File: config.mk
export PLATFORM = sky130hd
export DESIGN_NAME = vga_sync_monitor
export DESIGN_NICKNAME = d
export VERILOG_FILES = /design/src/rtl/vga_pkg.sv /design/src/rtl/sync_edge_meter.sv /design/src/rtl/vga_sync_monitor.sv
export SDC_FILE = /design/constraint.sdc
export NUM_CORES = 1
export LEC_CHECK = 0
export BUFFER_PORTS_ARGS = -buffer_cell sky130_fd_sc_hd__buf_2
export CORE_ASPECT_RATIO = 1.5
export CORE_MARGIN = 4
export CORE_UTILIZATION = 23
export DETAILED_ROUTE_END_ITERATION = 8
export SKIP_CTS_REPAIR_TIMING = 1
export SYNTH_ARGS = -nofsm -noshare
export SYNTH_HDL_FRONTEND = slang
export SYNTH_HIERARCHICAL = 1
export SYNTH_SLANG_ARGS = --single-unit
File: constraint.sdc
create_clock -name clk -period 9.85 [get_ports clk]
set_input_delay 0.985 -clock clk [delete_from_list [all_inputs] [get_ports clk]]
set_output_delay 0.985 -clock clk [all_outputs]
set_load 0.005 [all_outputs]
File: src/rtl/vga_pkg.sv
// Shared mode constants, state encoding and window helpers
// for the VGA sync monitor.
package vga_pkg;

    localparam int DEF_H_TOTAL  = 800;
    localparam int DEF_H_SYNC   = 96;
    localparam int DEF_H_BP     = 48;
    localparam int DEF_H_ACTIVE = 640;
    localparam int DEF_V_TOTAL  = 525;
    localparam int DEF_V_SYNC   = 2;
    localparam int DEF_V_BP     = 33;
    localparam int DEF_V_ACTIVE = 480;

    typedef logic [1:0] state_t;

    localparam state_t SEARCH  = 2'd0;
    localparam state_t MEASURE = 2'd1;
    localparam state_t LOCKED  = 2'd2;

    // First active position after sync pulse plus back porch
    function automatic int win_lo(input int s, input int b);
        return s + b;
    endfunction

    // Last active position
    function automatic int win_hi(input int s, input int b, input int a);
        return s + b + a - 1;
    endfunction

    localparam int DEF_H_LO = win_lo(DEF_H_SYNC, DEF_H_BP);
    localparam int DEF_H_HI = win_hi(DEF_H_SYNC, DEF_H_BP, DEF_H_ACTIVE);
    localparam int DEF_V_LO = win_lo(DEF_V_SYNC, DEF_V_BP);
    localparam int DEF_V_HI = win_hi(DEF_V_SYNC, DEF_V_BP, DEF_V_ACTIVE);

endpackage

File: src/rtl/sync_edge_meter.sv
// Edge detector plus position counter for one sync axis;
// measures period (edge to edge) and pulse width.
module sync_edge_meter #(
    parameter int   W   = 11,
    parameter logic POL = 1'b0
) (
    input  logic         clk,
    input  logic         clr,
    input  logic         en,
    input  logic         sync,
    input  logic         cnt_en,
    output logic         rise,
    output logic         fall,
    output logic [W-1:0] pos,
    output logic [W-1:0] len,
    output logic [W-1:0] total,
    output logic [W-1:0] width
);

    logic         prev;
    logic [W-1:0] cnt;
    logic         act;
    logic         prev_act;

    assign act      = (sync == POL);
    assign prev_act = (prev == POL);
    assign rise     = en && act && !prev_act;
    assign fall     = en && !act && prev_act;

    // len: period if an asserting edge lands on this sample.
    // pos: position of the current sample (0 at the edge).
    assign len = cnt + W'(1);
    assign pos = rise ? '0 : (cnt_en ? len : cnt);

    // Track previous level, position and latch measurements
    always_ff @(posedge clk) begin
        if (!clr) begin
            prev  <= 1'b0;
            cnt   <= '0;
            total <= '0;
            width <= '0;
        end else if (en) begin
            prev <= sync;
            cnt  <= pos;
            if (rise)
                total <= len;
            if (fall)
                width <= pos;
        end
    end

endmodule

File: src/rtl/vga_sync_monitor.sv
// Receive-side VGA timing checker: recovers position from sync
// edges, tracks lock, counts errors and checksums active pixels.
module vga_sync_monitor
    import vga_pkg::*;
#(
    parameter int   H_TOTAL  = DEF_H_TOTAL,
    parameter int   H_SYNC   = DEF_H_SYNC,
    parameter int   H_BP     = DEF_H_BP,
    parameter int   H_ACTIVE = DEF_H_ACTIVE,
    parameter int   V_TOTAL  = DEF_V_TOTAL,
    parameter int   V_SYNC   = DEF_V_SYNC,
    parameter int   V_BP     = DEF_V_BP,
    parameter int   V_ACTIVE = DEF_V_ACTIVE,
    parameter logic SYNC_POL = 1'b0
) (
    input  logic        clk,
    input  logic        clr,
    input  logic        pix_en,
    input  logic        hsync,
    input  logic        vsync,
    input  logic [3:0]  red,
    input  logic [3:0]  green,
    input  logic [3:0]  blue,
    output logic        locked,
    output logic        frame_done,
    output logic [15:0] frame_sum,
    output logic [15:0] frame_cnt,
    output logic [10:0] h_total_meas,
    output logic [10:0] hs_width_meas,
    output logic [9:0]  v_total_meas,
    output logic [9:0]  vs_width_meas,
    output logic [7:0]  err_cnt
);

    localparam int WDW = $clog2(2 * H_TOTAL + 1);

    localparam logic [10:0] H_TOT_C = 11'(H_TOTAL);
    localparam logic [10:0] H_SYN_C = 11'(H_SYNC);
    localparam logic [9:0]  V_TOT_C = 10'(V_TOTAL);
    localparam logic [9:0]  V_SYN_C = 10'(V_SYNC);

    localparam logic [10:0] H_LO = 11'(win_lo(H_SYNC, H_BP));
    localparam logic [10:0] H_HI = 11'(win_hi(H_SYNC, H_BP, H_ACTIVE));
    localparam logic [9:0]  V_LO = 10'(win_lo(V_SYNC, V_BP));
    localparam logic [9:0]  V_HI = 10'(win_hi(V_SYNC, V_BP, V_ACTIVE));

    localparam logic [WDW-1:0] WD_MAX = WDW'(2 * H_TOTAL);
    localparam logic [WDW-1:0] WD_HIT = WDW'(2 * H_TOTAL - 1);

    state_t         state;
    logic           frame_ok;
    logic           h_valid;
    logic [15:0]    sum;
    logic [WDW-1:0] wd;

    logic        h_rise;
    logic        h_fall;
    logic [10:0] h_pos;
    logic [10:0] h_len;
    logic        v_rise;
    logic        v_fall;
    logic [9:0]  l_pos;
    logic [9:0]  v_len;

    sync_edge_meter #(.W(11), .POL(SYNC_POL)) u_h (
        .clk    (clk),
        .clr    (clr),
        .en     (pix_en),
        .sync   (hsync),
        .cnt_en (1'b1),
        .rise   (h_rise),
        .fall   (h_fall),
        .pos    (h_pos),
        .len    (h_len),
        .total  (h_total_meas),
        .width  (hs_width_meas)
    );

    sync_edge_meter #(.W(10), .POL(SYNC_POL)) u_v (
        .clk    (clk),
        .clr    (clr),
        .en     (pix_en),
        .sync   (vsync),
        .cnt_en (h_rise),
        .rise   (v_rise),
        .fall   (v_fall),
        .pos    (l_pos),
        .len    (v_len),
        .total  (v_total_meas),
        .width  (vs_width_meas)
    );

    logic h_tot_bad;
    logic hs_bad;
    logic vs_bad;
    logic vt_bad;
    logic meas_bad;
    logic wd_hit;
    logic active;

    // Line measurements are trusted only after one full line in
    // the current state, so a partial first line is not an error.
    assign h_tot_bad = h_rise && (h_len != H_TOT_C);
    assign hs_bad    = h_fall && (h_pos != H_SYN_C);
    assign vs_bad    = v_fall && (l_pos != V_SYN_C);
    assign vt_bad    = v_rise && (v_len != V_TOT_C);
    assign meas_bad  = (h_valid && (h_tot_bad || hs_bad)) || vs_bad;
    assign wd_hit    = !h_rise && (wd == WD_HIT);
    assign active    = (h_pos >= H_LO) && (h_pos <= H_HI) &&
                       (l_pos >= V_LO) && (l_pos <= V_HI);

    assign locked = (state == LOCKED);

    // Lock FSM, watchdog, checksum and frame reporting
    always_ff @(posedge clk) begin
        if (!clr) begin
            state      <= SEARCH;
            frame_ok   <= 1'b0;
            h_valid    <= 1'b0;
            sum        <= '0;
            wd         <= '0;
            frame_done <= 1'b0;
            frame_sum  <= '0;
            frame_cnt  <= '0;
            err_cnt    <= '0;
        end else begin
            frame_done <= 1'b0;
            if (pix_en) begin
                if (h_rise)
                    wd <= '0;
                else if (wd != WD_MAX)
                    wd <= wd + WDW'(1);
                if (h_rise)
                    h_valid <= 1'b1;
                if (active && state != SEARCH)
                    sum <= sum + {4'b0, red, green, blue};
                unique case (state)
                    SEARCH: begin
                        sum     <= '0;
                        h_valid <= 1'b0;
                        if (v_rise && !wd_hit) begin
                            state    <= MEASURE;
                            frame_ok <= 1'b1;
                        end
                    end
                    MEASURE: begin
                        if (wd_hit) begin
                            state   <= SEARCH;
                            sum     <= '0;
                            h_valid <= 1'b0;
                        end else begin
                            if (meas_bad)
                                frame_ok <= 1'b0;
                            if (v_rise) begin
                                frame_ok <= 1'b1;
                                sum      <= '0;
                                if (frame_ok && !meas_bad && !vt_bad)
                                    state <= LOCKED;
                            end
                        end
                    end
                    LOCKED: begin
                        if (wd_hit || meas_bad || vt_bad) begin
                            state   <= SEARCH;
                            sum     <= '0;
                            h_valid <= 1'b0;
                            if (err_cnt != 8'hFF)
                                err_cnt <= err_cnt + 8'd1;
                        end else if (v_rise) begin
                            frame_sum  <= sum;
                            sum        <= '0;
                            frame_done <= 1'b1;
                            frame_cnt  <= frame_cnt + 16'd1;
                        end
                    end
                    default: begin
                        state   <= SEARCH;
                        sum     <= '0;
                        h_valid <= 1'b0;
                    end
                endcase
            end
        end
    end

endmodule

---- Word-level counts from Yosys, hierarchy flattened ----
Index checks and enable logic that the tools add are counted.
operators by class
  add/sub/neg operators ................... 6
  order comparisons ....................... 4
  equality and inequality tests ........... 15
  mux-type cells .......................... 26
  bitwise operators ....................... 8
  reductions and logical operators ........ 43
operator list
  operator                                                             count
  two-way mux 16 bit                                                   4
  two-way mux 11 bit                                                   3
  one-hot mux 16 bit (2 select lines)                                  1
  adder 11 x 1 -> 11 bit (second input constant)                       2
  logical AND 1 bit                                                    21
  two-way mux 10 bit                                                   2
  adder 16 x 1 -> 16 bit (second input constant)                       1
  adder 16 x 12 -> 16 bit                                              1
  == test 11 bit (second input constant)                               1
  greater-or-equal comparator 11 x 8 -> 1 bit (second input constant)  1
  less-or-equal comparator 11 x 10 -> 1 bit (second input constant)    1
  inequality test 11 x 10 -> 1 bit (second input constant)             1
  inequality test 11 bit (second input constant)                       1
  inequality test 11 x 7 -> 1 bit (second input constant)              1
  adder 10 x 1 -> 10 bit (second input constant)                       1
  greater-or-equal comparator 10 x 6 -> 1 bit (second input constant)  1
  less-or-equal comparator 10 bit (second input constant)              1
  two-way mux 2 bit                                                    5
  inequality test 10 bit (second input constant)                       1
  inequality test 10 x 2 -> 1 bit (second input constant)              1
  AND reduction 2 bit                                                  5
  AND reduction 5 bit                                                  2
  adder 8 x 1 -> 8 bit (second input constant)                         1
  two-way mux 1 bit                                                    8
  16 further kinds                                                     35
word-level totals
  flip-flop bits (word level) ............. 137
  input port bits ......................... 17

---- Depth between registers and ports, before layout ----
  depth after elaboration ................. 16
  mapped depth ............................ 16
  mapped depth without buffers ............ 12

---- Hierarchy ----
Netlist, hierarchy kept.
by module, submodules not included
  module                  times used  cells an instance  area each (um^2)  sequential area each (um^2)
  vga_sync_monitor        1           452                3913.8            1441.4
  sync_edge_meter at u_h  1           214                1798.0            680.7
  sync_edge_meter at u_v  1           196                1630.3            620.6

---- Least setup slack after synthesis ----
OpenSTA, ideal clock, no wires.
  kind .................................... input to register
  from .................................... in hsync
  to ...................................... reg frame_cnt[10]
  library setup time ...................... 0.070 ns
  arrival ................................. 4.324 ns
  required time ........................... 9.780 ns
  slack ................................... 5.455 ns
  stages on the path ...................... 15
  buffers on the path ..................... 3
  cells stage by stage .................... nand3b_2 > inv_1 > buf_2 > buf_1 > nand3_1 > or3_4 > xor2_1 > nor2_1 > nor4_1 > a41oi_1 > a221oi_4 > nand3_2 > buf_2 > or4_1 > a21oi_1
RTL lines
  what                              line                     RTL
  start, declared                   vga_sync_monitor.sv:19   input logic hsync,
  NOT 1 bit                         sync_edge_meter.sv:25    assign act = (sync == POL);
  logical AND 1 bit (2 in series)   sync_edge_meter.sv:27    assign rise = en && act && !prev_act;
  named net h_rise                  vga_sync_monitor.sv:56   logic h_rise;
  two-way mux 10 bit (2 in series)  sync_edge_meter.sv:33    assign pos = rise ? '0 : (cnt_en ? len : cnt);
  named net l_pos[7]                vga_sync_monitor.sv:62   logic [9:0] l_pos;
  inequality test 10 x 2 -> 1 bit   vga_sync_monitor.sv:105  assign vs_bad = v_fall && (l_pos != V_SYN_C);
  logical AND 1 bit                 vga_sync_monitor.sv:105
  logical OR 1 bit                  vga_sync_monitor.sv:107  assign meas_bad = (h_valid && (h_tot_bad || hs_bad)) || vs_bad;
  logical OR 1 bit (2 in series)    vga_sync_monitor.sv:163  if (wd_hit || meas_bad || vt_bad) begin
  NOT 1 bit (no line)               n/a
  AND reduction 4 bit (no line)     n/a
  end signal, assigned              vga_sync_monitor.sv:173  frame_cnt <= frame_cnt + 16'd1;
  end, declared                     vga_sync_monitor.sv:27   output logic [15:0] frame_cnt,
The timed path passes the listed nets, and every way through them passes these cells.
A chain may end at the register's enable or synchronous reset.

---- Worst setup path in the final report ----
  from .................................... in pix_en
  to ...................................... reg frame_cnt[6]
RTL lines
  what                              line                     RTL
  start, declared                   vga_sync_monitor.sv:18   input logic pix_en,
  logical AND 1 bit (2 in series)   sync_edge_meter.sv:27
  named net h_rise                  vga_sync_monitor.sv:56
  two-way mux 10 bit (2 in series)  sync_edge_meter.sv:33
  named net l_pos[8]                vga_sync_monitor.sv:62
  inequality test 10 x 2 -> 1 bit   vga_sync_monitor.sv:105
  logical AND 1 bit                 vga_sync_monitor.sv:105
  logical OR 1 bit                  vga_sync_monitor.sv:107
  logical OR 1 bit (2 in series)    vga_sync_monitor.sv:163
  NOT 1 bit (no line)               n/a
  AND reduction 4 bit (no line)     n/a
The timed path passes the listed nets, and every way through them passes these cells.

==> impl_metrics.toml <==
[global_route]
grt_start_max_net_pins = 60
antenna_found_initial = 0
grt_pass1_vias = 6102
grt.overflow.total = 0
gr-usage-all-layers_pct = 11.48
grt_pass1_wl_um = 32370

[worst_setup_path]
crit_path_start = "pix_en"
critPathTopFamily = "simple AND/OR/NAND/NOR gates"
slowest_stage = "nand3_2"
critPathBufInv = 4
worst-setup-path-type = "input pin to flip-flop"
worst-endpoint-arrival_ns = 6.15
cp_cell_sequence = "buf_2, buf_4, nand3b_2, inv_1, buf_4, and4_1, nand2_1, xor2_1, nor2_1, nor4_1, a41oi_1, a221oi_4, nand3_2, or4_1, a21oi_1"
start_kind = "input pin"
worstSetupEndpointType = "flip-flop"
slowest_delay_ns = 0.78
r2r-start = "u_h/prev"
required_ns = 10.20
crit_top_cell = "buf_4"
cp_max_fo = 34

[sta]
worstMarginPinSlew_ns = 1.064
relSlewSlack_pct = 29.05
fin_crit_sh_pct = 58.87
drv_slew = 0
clock_skew_ns = 0.01339
rsz0062_at_grt = "no"
tns_ns = 0
period_minus_slack_ns = 5.799
max_freq_ghz = 0.1725
finalSetupViolCount = 0
finalHoldViolations = 0

[yosys]
ys_seq_elements = 137
synth_largest_area_cell = "dfxtp_1"
netlist_instances = 862
yosysSeqAreaShare_pct = 37.36
async_reset_ff_share_pct = 0
netlist_area_um2 = 7342
synthFlopType = "dfxtp_1"
synth_area_leaders = "dfxtp_1 37%, nor2_1 5.9%, mux2i_1 4.4%"
synth_top_area_share_pct = 37.36
yosysUniqueCellTypes = 85
avgSynthCellArea_um2 = 8.517
synth_edf_count = 0
synth_warnings = 6

[floorplan]
start_util_pct = 23.51
num_io_pins = 101
die_x_um = 153.9
coreArea_um2 = 31240
die-area_um2 = 34900
fp-row-count = 79
dieHeight_um = 226.8

[finish]
nNetsFinal = 973
drive_gt1_share_pct = 18.06
fin_area_um2 = 8698
syn2layout_area_growth_pct = 18.47
n_antenna_cell = 0

[detailed_routing]
via_count = 6443
ant_nets = 0
drt_iter0_drc = 377
viasPerCell = 4.766
drc_errors = 0
wl_um = 20620
wl_per_cell_um = 15.25
dr.pass1.iters = 5

[cts]
cts_buffer_depth = 2
cts-root-buf = "clkbuf_16"
clk_latency_ns = 0.43
cts_tree = "yes"
cts_num_sinks = 137
cts_buffers = 17
ctsHtreeMaxLevel = 4
path_clk_slew_ns = 0.07

[placement]
dpl-instance-area_um2 = 8099
port_buffers = 100
globalplace.congestion = 0.8034
dpl.hpwl_um = 15070

[flow_run]
maxCapViolCount = 0

[power_and_ir_drop]
leakage_nw = 3.482
power_density_nw_per_um2 = 150.1
ir_drop_uv = 102.4

[worst_hold_path]
hp-start = "u_h/total[1]"
hold_class = "flip-flop to flip-flop"

[status]
status = "finished, final reports clean"
-- worst min-delay path: stages (launching register included) --
cell     delay (ns)
dfxtp_1        0.32
nand2_1        0.06
a21oi_1        0.05
-- final timing paths --
kind | cells after the start | to | slack (ns)
worst max-delay path | 15 | frame_cnt[6] | 4.05
worst max register to register | 13 | frame_cnt[6] | 4.63
worst min register to register | 2 | u_h/total[1] | 0.47
worst min-delay path | 2 | u_h/total[1] | 0.47
-- metrics by stage --
stage	utilization, %	hold slack [ns]	instances	setup slack [ns]	total power, W
final	27.85	0.4724	1352	4.051	0.001306
after global routing	27.85	0.4856	1352	3.664	0.001354
after CTS	27.85	0.4786	1352	4.067	0.001322
after detailed placement	25.93	0.4682	1320	3.632	0.0006735
after global placement	25.93	0.4659	1320	3.775	0.0006720
after floorplan	-	0.4502	866	5.455	0.0006441
-- cell families (layout without fill, tap and decap cells) --
| logic type | count (synthesis) | count (layout) | synth area share [%] |
|---|---|---|---|
| adders and majority gates | 22 | 22 | 3.851 |
| xor gates and xnor gates | 63 | 63 | 7.515 |
| buffers and inverters | 82 | 163 | 5.641 |
| DFF | 137 | 137 | 37.36 |
| muxes | 32 | 32 | 4.363 |
| other | 1 | 5 | 0.05108 |
| AOI/OAI and AO/OA | 187 | 187 | 17.64 |
| and+or+nand+nor | 338 | 338 | 23.59 |
-- where the power goes --
part	switching, W	total (W)	internal, W
Sequential	0.00000731	0.000571	0.000563
Combinational	0.0000571	0.0000901	0.0000330
Clock	0.000283	0.000645	0.000362
Total	0.000347	0.00131	0.000959
-- registers in the layout (all words and copies together) (netlist names) --
signal,flops
err_cnt,8
frame_cnt,16
frame_done,1
frame_ok,1
frame_sum,16
h_valid,1
state,2
sum,16
u_h/cnt,11
u_h/prev,1
u_h/total,11
u_h/width,11
u_v/cnt,10
u_v/prev,1
u_v/total,10
u_v/width,10
wd,11
-- routing by layer --
layer	wire [um]	GRT usage (%)
met3	1237	3.284
met4	225	3.392
met2	10720	20.84
met1	8444	13.06
met5	0	0
-- cells in the mapped netlist, drive strengths merged, types with 4 or more instances --
cell     number
a2111oi       5
a211oi       11
a21oi        42
a31o          5
a31oi         6
and2          9
and3         12
and4          6
buf          29
clkbuf       27
dfxtp       137
ha           21
inv          24
mux2i        32
nand2        62
nand2b        7
nand3        34
nand3b        5
nand4        22
nor2        115
nor2b         5
nor3         19
nor4          9
o211ai        5
o21a          6
o21ai        36
o21ba         6
o21bai        4
o22ai        14
o31a          5
o31ai         5
or3           9
or4           7
xnor2        35
xor2         28
-- placed cells by master, fill, tap and decap left out, types with 6 or more instances in the layout --
| cell | synthesis | final |
|---|---|---|
| a211oi_1 | 11 | 11 |
| a21oi_1 | 42 | 42 |
| a31oi_1 | 6 | 6 |
| and2_1 | 9 | 9 |
| and3_1 | 11 | 11 |
| buf_2 | 16 | 100 |
| buf_4 | 6 | 6 |
| clkbuf_16 | 0 | 17 |
| dfxtp_1 | 137 | 137 |
| ha_1 | 21 | 21 |
| inv_1 | 24 | 24 |
| inv_6 | 0 | 6 |
| mux2i_1 | 32 | 32 |
| nand2_1 | 62 | 62 |
| nand2b_1 | 7 | 7 |
| nand3_1 | 32 | 32 |
| nand4_1 | 21 | 21 |
| nor2_1 | 115 | 115 |
| nor3_1 | 18 | 18 |
| nor4_1 | 7 | 7 |
| o21a_1 | 6 | 6 |
| o21ai_0 | 36 | 36 |
| o21ba_2 | 6 | 6 |
| o22ai_1 | 14 | 14 |
| or3_1 | 7 | 7 |
| or4_1 | 7 | 7 |
| xnor2_1 | 35 | 35 |
| xor2_1 | 28 | 28 |
-- area by class of cell --
| cell class | count | area (um2) |
|---|---|---|
| Inverter | 25 | 93.84 |
| Clock inverter | 15 | 173.9 |
| Multi-Input combinational cell | 647 | 4210 |
| Fill cell | 3381 | 22540 |
| Sequential cell | 137 | 2743 |
| Tap cell | 405 | 506.7 |
| Timing Repair Buffer | 106 | 545.5 |
| Clock buffer | 17 | 425.4 |
Note: power is estimated with default switching activity, not from simulation.
